## config.mk

```make
export PLATFORM = sky130hd
export DESIGN_NAME = uart_rx_mmio_flat
export DESIGN_NICKNAME = d
export VERILOG_FILES = /design/src/rtl/uart_rx_mmio_if.sv /design/src/rtl/uart_rx_mmio.sv /design/src/flat_wrapper.sv
export SDC_FILE = /design/constraint.sdc
export NUM_CORES = 1
export LEC_CHECK = 0
export CAP_MARGIN = 5
export CORE_UTILIZATION = 50
export DETAILED_ROUTE_END_ITERATION = 7
export PLACE_DENSITY_LB_ADDON = 0.3
export SLEW_MARGIN = 20
export SYNTH_ARGS = -nofsm -noshare
export SYNTH_HDL_FRONTEND = slang
export SYNTH_SLANG_ARGS = --single-unit
```

## constraint.sdc

```tcl
create_clock -name clk -period 3.05 [get_ports clk]
set_input_delay 0.61 -clock clk [delete_from_list [all_inputs] [get_ports clk]]
set_output_delay 0.61 -clock clk [all_outputs]
set_load 0.02 [all_outputs]
```

## src/rtl/uart_rx_mmio_if.sv

```systemverilog
// CPU load-side bus of the memory-mapped UART receiver.
// master = LSU/CPU side, slave = receiver.
interface uart_rx_mmio_if;
  logic [31:0] cpu_address;
  logic        read_enable;
  logic [31:0] read_data;
  logic        rx_irq;

  modport master (output cpu_address, read_enable, input read_data, rx_irq);
  modport slave  (input cpu_address, read_enable, output read_data, rx_irq);
endinterface

```

## src/rtl/uart_rx_mmio.sv

```systemverilog
// Memory-mapped 8N1 UART receiver: synchroniser, bit-timing FSM, byte FIFO, RXDATA/STATUS registers.
// state   | meaning
// S_IDLE  | line idle, waiting for a falling edge on the synchronised line
// S_START | half-bit wait, then confirm the start bit is still low
// S_DATA  | eight mid-bit samples, LSB first
// S_STOP  | one bit wait, then push / flag overrun / flag framing error
module uart_rx_mmio #(
  parameter int unsigned CLKS_PER_BIT = 868,
  parameter int unsigned FIFO_DEPTH   = 4,
  parameter logic [31:0] BASE_ADDR    = 32'h0000_0400
) (
  input  logic          clk,
  input  logic          reset,
  input  logic          rx_i,
  uart_rx_mmio_if.slave bus
);
  localparam int unsigned   CW          = $clog2(CLKS_PER_BIT);
  localparam int unsigned   AW          = $clog2(FIFO_DEPTH);
  localparam int unsigned   PW          = AW + 1;
  localparam logic [CW-1:0] BIT_LD      = CW'(CLKS_PER_BIT - 1);
  localparam logic [CW-1:0] HALF_LD     = CW'(CLKS_PER_BIT / 2 - 1);
  localparam logic [31:0]   STATUS_ADDR = BASE_ADDR + 32'd4;

  typedef enum logic [1:0] {S_IDLE, S_START, S_DATA, S_STOP} state_e;

  state_e        state_q, state_d;
  logic          rx_meta_q, rx_s_q, rx_d_q;
  logic [CW-1:0] baud_q, baud_d;
  logic [2:0]    bit_q, bit_d;
  logic [7:0]    shift_q, shift_d;
  logic          stop_ok, stop_bad;

  logic [7:0]    mem_q [FIFO_DEPTH];
  logic [PW-1:0] wr_q, rd_q;
  logic          overrun_q, frame_err_q;
  logic          empty, full, pop, push, status_rd;

  // Synchronisers reset high so a released reset never looks like a start edge on an idle line.
  always_ff @(posedge clk or negedge reset) begin
    if (!reset) begin
      rx_meta_q <= 1'b1;
      rx_s_q    <= 1'b1;
      rx_d_q    <= 1'b1;
    end else begin
      rx_meta_q <= rx_i;
      rx_s_q    <= rx_meta_q;
      rx_d_q    <= rx_s_q;
    end
  end

  always_comb begin
    state_d  = state_q;
    baud_d   = baud_q;
    bit_d    = bit_q;
    shift_d  = shift_q;
    stop_ok  = 1'b0;
    stop_bad = 1'b0;
    case (state_q)
      S_IDLE: begin
        if (rx_d_q && !rx_s_q) begin
          bit_d   = '0;
          baud_d  = HALF_LD;
          state_d = S_START;
        end
      end
      S_START: begin
        if (baud_q == '0) begin
          baud_d  = BIT_LD;
          state_d = rx_s_q ? S_IDLE : S_DATA;
        end else begin
          baud_d = baud_q - 1'b1;
        end
      end
      S_DATA: begin
        if (baud_q == '0) begin
          baud_d  = BIT_LD;
          shift_d = {rx_s_q, shift_q[7:1]};
          bit_d   = bit_q + 1'b1;
          if (bit_q == 3'd7) state_d = S_STOP;
        end else begin
          baud_d = baud_q - 1'b1;
        end
      end
      S_STOP: begin
        if (baud_q == '0) begin
          stop_ok  = rx_s_q;
          stop_bad = !rx_s_q;
          state_d  = S_IDLE;
        end else begin
          baud_d = baud_q - 1'b1;
        end
      end
      default: state_d = S_IDLE;
    endcase
  end

  assign empty     = (wr_q == rd_q);
  assign full      = (wr_q[PW-1] != rd_q[PW-1]) && (wr_q[AW-1:0] == rd_q[AW-1:0]);
  assign status_rd = bus.read_enable && (bus.cpu_address == STATUS_ADDR);
  assign pop       = bus.read_enable && (bus.cpu_address == BASE_ADDR) && !empty;
  // A pop in the same cycle frees the slot the push needs.
  assign push      = stop_ok && (!full || pop);

  always_ff @(posedge clk or negedge reset) begin
    if (!reset) begin
      state_q     <= S_IDLE;
      baud_q      <= '0;
      bit_q       <= '0;
      shift_q     <= '0;
      wr_q        <= '0;
      rd_q        <= '0;
      overrun_q   <= 1'b0;
      frame_err_q <= 1'b0;
    end else begin
      state_q <= state_d;
      baud_q  <= baud_d;
      bit_q   <= bit_d;
      shift_q <= shift_d;
      if (push) wr_q <= wr_q + 1'b1;
      if (pop)  rd_q <= rd_q + 1'b1;
      if (stop_ok && full && !pop) overrun_q <= 1'b1;
      else if (status_rd)          overrun_q <= 1'b0;
      if (stop_bad)       frame_err_q <= 1'b1;
      else if (status_rd) frame_err_q <= 1'b0;
    end
  end

  always_ff @(posedge clk) begin
    if (push) mem_q[wr_q[AW-1:0]] <= shift_q;
  end

  always_comb begin
    bus.read_data = '0;
    if (bus.cpu_address == BASE_ADDR) begin
      if (!empty) bus.read_data = {24'b0, mem_q[rd_q[AW-1:0]]};
    end else if (bus.cpu_address == STATUS_ADDR) begin
      bus.read_data = {28'b0, frame_err_q, overrun_q, full, !empty};
    end
  end

  assign bus.rx_irq = !empty;

endmodule
```

## src/flat_wrapper.sv

```systemverilog
// flat-port wrapper written by rule: the top's interface ports become plain ports
module uart_rx_mmio_flat 
#(
  parameter int unsigned CLKS_PER_BIT = 868,
  parameter int unsigned FIFO_DEPTH   = 4,
  parameter logic [31:0] BASE_ADDR    = 32'h0000_0400
)
  (clk, reset, rx_i, bus_cpu_address, bus_read_enable, bus_read_data, bus_rx_irq);
  uart_rx_mmio_if bus_i ();
  input  logic clk;
  input  logic reset;
  input  logic rx_i;
  input wire logic [$bits(bus_i.cpu_address)-1:0] bus_cpu_address;
  input wire logic [$bits(bus_i.read_enable)-1:0] bus_read_enable;
  output wire logic [$bits(bus_i.read_data)-1:0] bus_read_data;
  output wire logic [$bits(bus_i.rx_irq)-1:0] bus_rx_irq;
  assign bus_i.cpu_address = bus_cpu_address;
  assign bus_i.read_enable = bus_read_enable;
  assign bus_read_data = bus_i.read_data;
  assign bus_rx_irq = bus_i.rx_irq;
  uart_rx_mmio #(.CLKS_PER_BIT(CLKS_PER_BIT), .FIFO_DEPTH(FIFO_DEPTH), .BASE_ADDR(BASE_ADDR)) u_core (.clk(clk), .reset(reset), .rx_i(rx_i), .bus(bus_i));
endmodule
```

==> impl_results.md, run 1 <==
* Status: finished with violations
* Failing checks: design-rule violations
* Power per Cell Area at around 640 nW/um2
* # nets final at 390
* Die height at around 84 um
* Global-route wire length before repair at between 10 and 15 mm
* Post-synth EDFFs at 32
* Syn Inst Count at approximately 270
* Fmax at between 300 and 400 MHz
* Data required time of the worst path at between 2000 and 2500 ps
* Largest net degree at the start of global routing at 35
* I/O pin cnt at roughly 70
* Met1 Use GR at a little over a quarter
* Element type at the critical path end: output pin
* Min-Delay Path Class: reg2reg
* Final Hold Fails at 0
* Synth area leader: edfxtp_1
* CTS Buf Count at 9
* Routed length per instance at between 15 and 20 um
* Synth area leaders: edfxtp_1 28%, dfrtp_1 23%, buf_4 5.8%
* CP Buf/Inv Count at 2
* Static Leak at ~1.8 nW
* Fraction of layout cells with a size suffix above 1 at 23.70%
* Clock Skews at around 8.4 ps
* Worst hold margin at ~360 ps
* CORE AREA at roughly 6500 um2
* Max VDD drop at 0.4328 mV
* Tightest Pin Transition at between 500 and 600 ps
* Via count at around 2400
* GPL Wtd Cong at between 0.8 and 0.9
* Yosys reg bits at 66
* Post-Syn Area at 3387 um2
* CP max-delay cell: or3_4
* Most frequent cell after synthesis: edfxtp_1
* Cell total after placement at 402
* Dpl hpwl at about 4.7 mm
* Synth Flop Type: edfxtp_1
* Largest buffer count on any clock path at 2
* Die area at 7107 um2
* Synth warnings at 0
* Max-slew violation count at 0
* CTS sink cnt at 66
* ANT nets after route at 0
* Hold buffers post-CTS at 0
* Clk root buf: clkbuf_8
* 1st-iter DRT viols at between 150 and 200
* Sequential area share after synthesis at between 50% and 60%
* Crit-path max cell delay at approximately 450 ps
* Post-synth cell types at 48
* Global-route met2 utilization at approximately 32%
* Htree depth at 3
* Crit Path Category: in2out
* # diodes at 0
* Num rows at 29
* Crit share post-route at a little over nine tenths
* Count of final setup violators at 0
* IO buf count at between 40 and 50
* Largest delay share family, worst path: simple AND/OR/NAND/NOR gates
* Die X at between 80 and 90 um
* Slew margin rel. at between 60% and 70%
* GRT Util Overall at 20.24%
* Worst EP arrival at around 2400 ps
* Vias in the first global route at between 2000 and 2500
* Initial antenna violation count at 0
* Starting Density at about 52%
* Final std cells w/o fill at between 400 and 500
* Post-synth top area share at between 20% and 30%
* Min Tclk post-route at 3010 ps
* Met3 track demand over resource at about 5%
* Grt ovf at 0
* Setup TNS at 0 ps
* DR pass1 iterations at 7
* Final WL at between 6 and 7 mm
* Area grow syn2layout at 26.30%
* Startpoint Class: input port
* # DRC at 14
* Synthesized area per cell at 12.36 um2
* CP Max Fanout at 4
* Critical-path cell list: clkdlybuf4s50_1 > nor3_1 > nand4_1 > or3_4 > nor3_4 > and2_4 > buf_6
* Clk_lat worst skew at 340 ps
* CTS tree: done
* Gr busiest metal: met2
* Clock-pin slew on the worst setup and hold paths at approximately 60 ps
* Share of flip-flops with an asynchronous set or reset at between 50% and 60%
* Drt via density at between 5 and 6
* Top cells by count, synth: 32 x edfxtp_1, 31 x dfrtp_1, 26 x buf_4
* Max-cap violations at 0
[worst paths after layout]
| path | slack [ps] | end | startpoint | cells past startpoint |
|---|---|---|---|---|
| worst max-delay path | 40 | bus_read_data[7] | bus_cpu_address[8] | 7 |
| worst min-delay path | 360 | u_core.rx_s_q | u_core.rx_meta_q | 0 |
| worst max register to register | 610 | u_core.mem_q[1][0] | u_core.baud_q[0] | 8 |
| worst min register to register | 360 | u_core.rx_s_q | u_core.rx_meta_q | 0 |
| max in group asynchronous | 2010 | u_core.rx_meta_q | reset | 2 |
| min in group asynchronous | 670 | u_core.baud_q[2] | reset | 2 |
[state kept, by name, indices dropped and copies added (netlist names), named ones only]
| register | count |
|---|---|
| u_core.mem_q | 32 |
| u_core.baud_q | 10 |
| u_core.shift_q | 8 |
| u_core.bit_q | 3 |
| u_core.rd_q | 3 |
| u_core.wr_q | 3 |
| u_core.frame_err_q | 1 |
| u_core.overrun_q | 1 |
| u_core.rx_d_q | 1 |
| u_core.rx_meta_q | 1 |
| u_core.rx_s_q | 1 |
| u_core.state_q | 1 |
[layout by cell type, fill, tap and decap left out, types with 4 or more instances in the layout]
master	count
conb_1	24
nand4_1	4
a22o_1	6
nor2_1	18
o21ai_0	6
buf_4	17
a21oi_1	18
nor3_1	4
nand2_1	12
and2_1	7
ha_1	13
dlygate4sd2_1	8
nor4_2	6
inv_1	11
xnor2_1	6
clkbuf_8	9
dfrtp_1	31
nor3b_1	4
edfxtp_1	32
mux4_2	8
nand3_1	4
clkdlybuf4s50_1	25
mux2_2	10
[where the power goes]
group / switching (mW) / internal, mW / total [mW]
Sequential: 0.106 / 1.02 / 1.13
Combinational: 0.441 / 0.304 / 0.744
Clock: 0.322 / 0.542 / 0.864
Total: 0.868 / 1.87 / 2.73
[cell type report]
type                       count  area [um2]
fill                         460        2181
sequential                    66        1815
multi-input combinational    190        1479
timing repair buffer          63       611.8
clock buffer                  11       131.4
clock inverter                 5       102.6
tap                           77       96.34
inverter                      11       41.29
[worst reg2reg max path, stage by stage, from the launching register on]
cell     delay (ps)
dfrtp_1         410
inv_1           110
ha_1            160
nor3b_1         290
and3_1          440
and3_1          260
o21a_4          160
and2_1          170
buf_12          140
[through the flow]
stage | setup WS [ps] | utilization (%) | cell area [um2] | power (mW)
CTS | 3.987 | 65.63 | 4239 | 2.743
finish | 40.46 | 66.23 | 4278 | 2.734
floorplan | 471.7 | - | 3473 | 1.696
global placement | -528.4 | 61.02 | 3941 | 1.848
detailed placement | -584.9 | 61.02 | 3941 | 1.875
global route | -6.513 | 66.23 | 4278 | 2.902
[logic make-up after synthesis]
family                   synth area share [%]
multiplexers                            9.272
adder cells (fa/ha/maj)                 4.802
XOR/XNOR                                2.327
AND/OR/NAND/NOR                         13.63
AO/OA/AOI/OAI                           8.792
other                                  0.1107
buffers and inverters                   7.462
flip-flops                              53.60
[what timing repair did]
action	CTS	global route
setup endpoints to repair	8	39
gates cloned	0	0
gates resized for setup	53	9
setup buffers	5	1
pin swaps	9	4
[per-layer routing]
layer	up-vias	part of all wire, %
li1	1098	-
met1	1135	43
met2	105	48
met3	14	7.2
met4	0	2.3
met5	-	0
No activity file was read; power rests on OpenSTA's default activity.
==> run 2, diff against run 1 <==
Settings changed: PLACE_DENSITY set to 0.79, PLACE_DENSITY_LB_ADDON 0.3 to unset.
==> run 2 against run 1 <==
The flow still finishes with violations (design-rule violations). Non-clock buffer count unchanged. Sequential power about the same. First-iteration DRC count decreased by 6.4%. Die area unchanged. Register-to-register slack got worse by 50 ps. Count of clock-buffer cells in the layout decreased by 2. Utilization decreased by 0.33 points. Power decreased by 5.4%. Clock power decreased by 18%. Critical path depth unchanged. Critical path type unchanged. Highest routed layer unchanged.
==> impl_results.md, run 2 (synthesized netlist as in run 1, its figures left out) <==
* Dpl hpwl at 4.733 mm (+0.82%)
* Routed length per instance at 16.28 um (+1.7%)
* Count of final setup violators at 0 (unchanged)
* CORE AREA at 6459 um2 (unchanged)
* CP Buf/Inv Count at 2 (unchanged)
* Crit share post-route at 98.92% (+0.24 points)
* Fillers at 483 (+5.0%)
* DR pass1 iterations at 6 (-1)
* R2R depth at 8 (unchanged)
* Die X at 84.31 um (unchanged)
* Most frequent cells in the layout: 32 x edfxtp_1, 30 x dfrtp_1, 29 x clkdlybuf4s50_1
* # DRC at 15 (+1)
* Failing checks: design-rule violations
* IO buf count at 44 (unchanged)
* Clock-pin slew on the worst setup and hold paths at 70 ps (about the same)
* Max-slew violation count at 0 (unchanged)
* Leading cell type in the layout, fill and taps excluded: edfxtp_1
* Hold buffers post-CTS at 0 (unchanged)
* Critical Path Sink: bus_read_data[7]
* Post-layout util at 65.90% (-0.33 points)
* Status: finished with violations
* Largest delay share family, worst path: simple AND/OR/NAND/NOR gates
* Static Leak at 1.810 nW (-1.7%)
* Drt via density at 5.600 (+0.71%)
* Slew margin rel. at 66.60% (+0.26 points)
* RR Endpoint: u_core.mem_q[1][1]
* FF-to-FF setup slack at 560 ps (-50 ps)
* 1st-iter DRT viols at 176 (-6.4%)
* CTS tree: done
* Element type at the critical path end: output pin
* Area grow syn2layout at 25.67%
* Largest net degree at the start of global routing at 35 (unchanged)
* CTS sink cnt at 66 (unchanged)
* CTS Buf Count at 9 (unchanged)
* Initial antenna violation count at 0 (unchanged)
* WP depth at 7 (unchanged)
* Num rows at 29 (unchanged)
* Met3 WL at 469 um (-4.3%)
* Startpoint Class: input port
* Clock Skews at 10.79 ps (+2.343 ps)
* Crit Path Category: in2out
* Worst EP arrival at 2410 ps (about the same)
* Clk_lat worst skew at 350 ps (about the same)
* Grt ovf at 0 (unchanged)
* Starting Density at 52.44% (unchanged)
* Data required time of the worst path at 2440 ps (about the same)
* Min Tclk post-route at 3017 ps (+7.382 ps)
* DR top layer: met4
* Max reg flops at 32 (unchanged)
* Crit-path max cell delay at 420 ps (-30 ps)
* Vias in the first global route at 2282 (+2.1%)
* CP max-delay cell: clkdlybuf4s50_1
* Setup TNS at 0 ps (unchanged)
* Tightest Pin Transition at 498.3 ps (-3.815 ps)
* GPL Wtd Cong at 0.8021 (-1.4%)
* Htree depth at 3 (unchanged)
* Via count at 2363 (+0.47%)
* Crit. Startpoint: bus_cpu_address[4]
* Final WL at 6.870 mm (+1.4%)
* Global-route wire length before repair at 10.99 mm (+1.6%)
* Max VDD drop at 0.3955 mV (-8.6%)
* Clk root buf: clkbuf_8
* Fmax at 331.5 MHz (-0.24%)
* Largest buffer count on any clock path at 2 (unchanged)
* I/O pin cnt at 69 (unchanged)
* Die height at 84.31 um (unchanged)
* Power per Cell Area at 607.4 nW/um2 (-4.9%)
* GRT Util Overall at 20.69% (+0.46 points)
* Metal2 WL at 3.409 mm (+5.3%)
* CP Max Fanout at 4 (unchanged)
* Critical-path cell list: clkdlybuf4s50_1 > nor4_2 > nand4_1 > or3_4 > nor3_4 > and2_4 > buf_6
* ANT nets after route at 0 (unchanged)
* Max-cap violations at 0 (unchanged)
* Metal-1 WL at 2.827 mm (-2.2%)
* Final Hold Fails at 0 (unchanged)
* # diodes at 0 (unchanged)
* R2r startpoint: u_core.baud_q[0]
* Fraction of layout cells with a size suffix above 1 at 24.64% (+0.94 points)
* Min-Delay Path Class: reg2reg
* # nets final at 390 (unchanged)
* Die area at 7107 um2 (unchanged)
==> run 2: cell count changes in the layout (fill, tap and decap cells not counted), sizes merged <==
| cell | delta |
|---|---|
| bufinv | -2 |
| clkdlybuf4s50 | +4 |
| clkbuf | -2 |
| clkinvlp | +3 |
| dlymetal6s2s | +1 |
| dlygate4sd2 | -5 |
==> run 2: what timing repair did <==
item                       4_1_cts  5_1_grt
gates resized for setup         44       16
setup endpoints to repair        8       33
pin swaps                        6       10
buffers inserted                 4        2
==> run 2: how the worst min path moves through the flow <==
stage	start	endpoint	slack, ps	depth (start not counted)
after floorplan	reset	asynchronous set/reset pin	310	0
after global placement	u_core.rx_meta_q	u_core.rx_s_q	350	0
after detailed placement	u_core.rx_meta_q	u_core.rx_s_q	350	0
after CTS	u_core.rx_meta_q	u_core.rx_s_q	360	0
after global routing	u_core.rx_meta_q	u_core.rx_s_q	370	0
final	u_core.rx_meta_q	u_core.rx_s_q	360	0
==> run 2: cell type report <==
cell class / instances / area [um2] / area share, %
Inverter: 11 / 41.29 / 0.9700
Sequential cell: 66 / 1817 / 42.68
Clock inverter: 6 / 68.82 / 1.617
Clock buffer: 9 / 123.9 / 2.910
Multi-Input combinational cell: 190 / 1473 / 34.60
Tap cell: 77 / 96.34 / 2.263
Timing Repair Buffer: 63 / 636.9 / 14.96
==> run 2: report_power, final <==
part / switching, mW / internal (mW) / total, mW
Combinational: 0.437 / 0.307 / 0.745
Sequential: 0.112 / 1.02 / 1.13
Clock: 0.336 / 0.373 / 0.709
==> run 2: stage by stage <==
step	power [mW]	cells	setup WS [ps]	area, um2	hold WS, ps
5_1_grt	2.735	422	-38.71	4257	366.1
6_report	2.585	422	33.08	4257	357.6
2_1_floorplan	1.696	297	471.7	3473	314.4
3_3_place_gp	1.842	401	-464.8	3946	345.4
3_5_place_dp	1.877	401	-522.3	3946	346.9
4_1_cts	2.591	420	-8.099	4188	357.7
==> run 2: per-layer routing <==
layer | up-vias | GRT usage, %
met5 | - | 0
met1 | 1171 | 24.36
met2 | 91 | 34.87
met4 | 0 | 12.38
li1 | 1088 | -
met3 | 13 | 4.621
==> run 3, diff against run 2 <==
Settings changed: ABC_CLOCK_PERIOD_IN_PS set to 3050, PLACE_DENSITY 0.79 to 0.78.
==> run 3 against run 2 <==
The flow still finishes with violations (design-rule violations). Largest power group unchanged. Cell count did not move. Via count fell by 1.8%. Die area did not move. Sequential share of layout area rose by 0.74 points. Combinational power fell by 0.7%. Non-clock buffer count fell by 1. Sequential power barely moved. Power rose by 2.3%. Register-to-register slack barely moved. First-iteration DRC count fell by 0.57%. Largest cell class unchanged.
==> impl_results.md, run 3 (synthesized netlist as in run 1, its figures left out) <==
* Status: finished with violations
* Failing checks: design-rule violations
* Via count at 2320 (-1.8%)
* Drt via density at 5.498 (-1.8%)
* Largest net degree at the start of global routing at 35 (unchanged)
* Max-cap violations at 0 (unchanged)
* Vias in the first global route at 2369 (+3.8%)
* CP max-delay cell: clkdlybuf4s50_1
* Power per Cell Area at 632.2 nW/um2 (+4.1%)
* Sw frac at 32.62% (-1.6 points)
* Initial antenna violation count at 0 (unchanged)
* Tightest Pin Transition at 502.3 ps (+4.040 ps)
* Final Hold Fails at 0 (unchanged)
* Hold buffers post-CTS at 0 (unchanged)
* Clock share of power at 29.3% (+1.9 points)
* Logic pwr share at 28.0% (-0.8 points)
* CTS sink cnt at 66 (unchanged)
* Placed inst area at 3931 um2 (-0.38%)
* # DRC at 15 (unchanged)
* DR pass1 iterations at 6 (unchanged)
* Share of power burned in registers at 42.7% (-1.1 points)
* Cell total after placement at 404 (+0.75%)
* GPL Wtd Cong at 0.7764 (-3.2%)
* Die area at 7107 um2 (unchanged)
* CORE AREA at 6459 um2 (unchanged)
* Die height at 84.31 um (unchanged)
* Data required time of the worst path at 2440 ps (about the same)
* Most frequent cells in the layout: 32 x edfxtp_1, 31 x dfrtp_1, 24 x conb_1, 24 x clkdlybuf4s50_1
* Startpoint Class: input port
* I/O pin cnt at 69 (unchanged)
* Dpl hpwl at 4.791 mm (+1.2%)
* CP Max Fanout at 4 (unchanged)
* Crit share post-route at 98.49% (-0.43 points)
* Min-Delay Path Class: reg2reg
* Die X at 84.31 um (unchanged)
* Final setup margin at 46.05 ps (+12.97 ps)
* Max reg flops at 32 (unchanged)
* Clk_lat worst skew at 340 ps (about the same)
* Static Leak at 1.793 nW (-0.95%)
* CTS tree: done
* Max VDD drop at 0.3164 mV (-20%)
* CTS Buf Count at 9 (unchanged)
* Fmax at 332.9 MHz (+0.43%)
* Routed length per instance at 15.85 um (-2.6%)
* Leading cell type in the layout, fill and taps excluded: edfxtp_1
* Num rows at 29 (unchanged)
* Area grow syn2layout at 23.46%
* Global-route wire length before repair at 11.25 mm (+2.4%)
* Final std cells w/o fill at 422 (unchanged)
* Final instance area at 4182 um2 (-1.8%)
* Clk root buf: clkbuf_8
* Worst EP arrival at 2390 ps (-20 ps)
* Max-slew violation count at 0 (unchanged)
* Grt ovf at 0 (unchanged)
* Clock Skews at 12.47 ps (+1.678 ps)
* Largest delay share family, worst path: simple AND/OR/NAND/NOR gates
* # nets final at 389 (-0.26%)
* ANT nets after route at 0 (unchanged)
* Crit-path max cell delay at 440 ps (+20 ps)
* 1st-iter DRT viols at 175 (-0.57%)
* Clock-pin slew on the worst setup and hold paths at 70 ps (about the same)
* IO buf count at 44 (unchanged)
* Starting Density at 52.44% (unchanged)
* # diodes at 0 (unchanged)
* Internal at 1.781 mW (+4.8%)
* Fraction of layout cells with a size suffix above 1 at 22.61% (-2.0 points)
* Count of final setup violators at 0 (unchanged)
* Post-layout util at 64.74% (-1.2 points)
* Element type at the critical path end: output pin
* Min Tclk post-route at 3004 ps (-12.97 ps)
* RSZ-0062 raised after global routing: yes
* Htree depth at 3 (unchanged)
* Pre-CTS WS at -561.6 ps (-39.31 ps)
* GRT Util Overall at 21.14% (+0.44 points)
* Net switching power at 0.8624 mW (-2.6%)
* CP Buf/Inv Count at 2 (unchanged)
* Largest buffer count on any clock path at 2 (unchanged)
* Critical-path cell list: clkdlybuf4s50_1 > nor4_2 > nand2_1 > or3_4 > nor3_4 > and2_1 > buf_4
* Final WL at 6.689 mm (-2.6%)
* Crit Path Category: in2out
* Slew margin rel. at 66.33% (-0.27 points)
-- run 3: cell count changes in the layout (fill, tap and decap cells not counted), sizes merged --
cell,change
dlygate4sd2,+7
clkdlybuf4s50,-5
clkbuf,+3
clkinvlp,-3
dlymetal6s2s,-2
buf,-1
bufinv,+1
clkdlybuf4s15,-1
clkinv,+1
-- run 3: worst paths after layout --
| check | startpoint | end | slack, ps | cells after the start |
|---|---|---|---|---|
| worst max-delay path | bus_cpu_address[21] | bus_read_data[7] | 50 | 7 |
| worst min-delay path | u_core.rx_meta_q | u_core.rx_s_q | 360 | 0 |
| worst max register to register | u_core.baud_q[0] | u_core.mem_q[1][6] | 550 | 8 |
| worst min register to register | u_core.rx_meta_q | u_core.rx_s_q | 360 | 0 |
| max in group asynchronous | reset | u_core.rx_meta_q | 2020 | 2 |
| min in group asynchronous | reset | u_core.baud_q[5] | 680 | 2 |
-- run 3: layout make-up --
cell class	count	area [um2]
Inverter	11	41.29
Sequential cell	66	1815
Fill cell	490	2277
Clock inverter	5	80.08
Tap cell	77	96.34
Timing Repair Buffer	62	568.0
Multi-Input combinational cell	190	1449
Clock buffer	11	131.4
-- run 3: power groups by stage --
stage                     sequential [mW]  combinational (mW)  clock [mW]
final                                1.13               0.740       0.775
after global placement               1.14               0.704           0
after detailed placement             1.15               0.730           0
after CTS                            1.13               0.734       0.797
after global routing                 1.15               0.838       0.835
after floorplan                      1.12               0.577           0
-- run 3: per-stage QoR --
step,hold slack [ps],power [mW],TNS (ps)
2_1_floorplan,314.4,1.696,0
3_3_place_gp,346.2,1.844,-3528
3_5_place_dp,352.0,1.875,-3792
4_1_cts,364.4,2.658,-21.79
5_1_grt,366.5,2.819,-29.26
6_report,358.6,2.644,0
-- run 3: repair_timing --
item	4_1_cts	5_1_grt
pin swaps	8	7
resized for setup	49	10
gates cloned	0	0
buffers inserted	2	0
endpoints found under the setup margin	8	7
-- run 3: per-layer routing --
layer / vias up / global-route usage (%) / part of all wire, %
met5: - / 0 / 0
met4: 0 / 8.934 / 2.1
met3: 14 / 6.391 / 6.5
met2: 86 / 35.47 / 50
met1: 1137 / 25.48 / 42
li1: 1083 / - / -
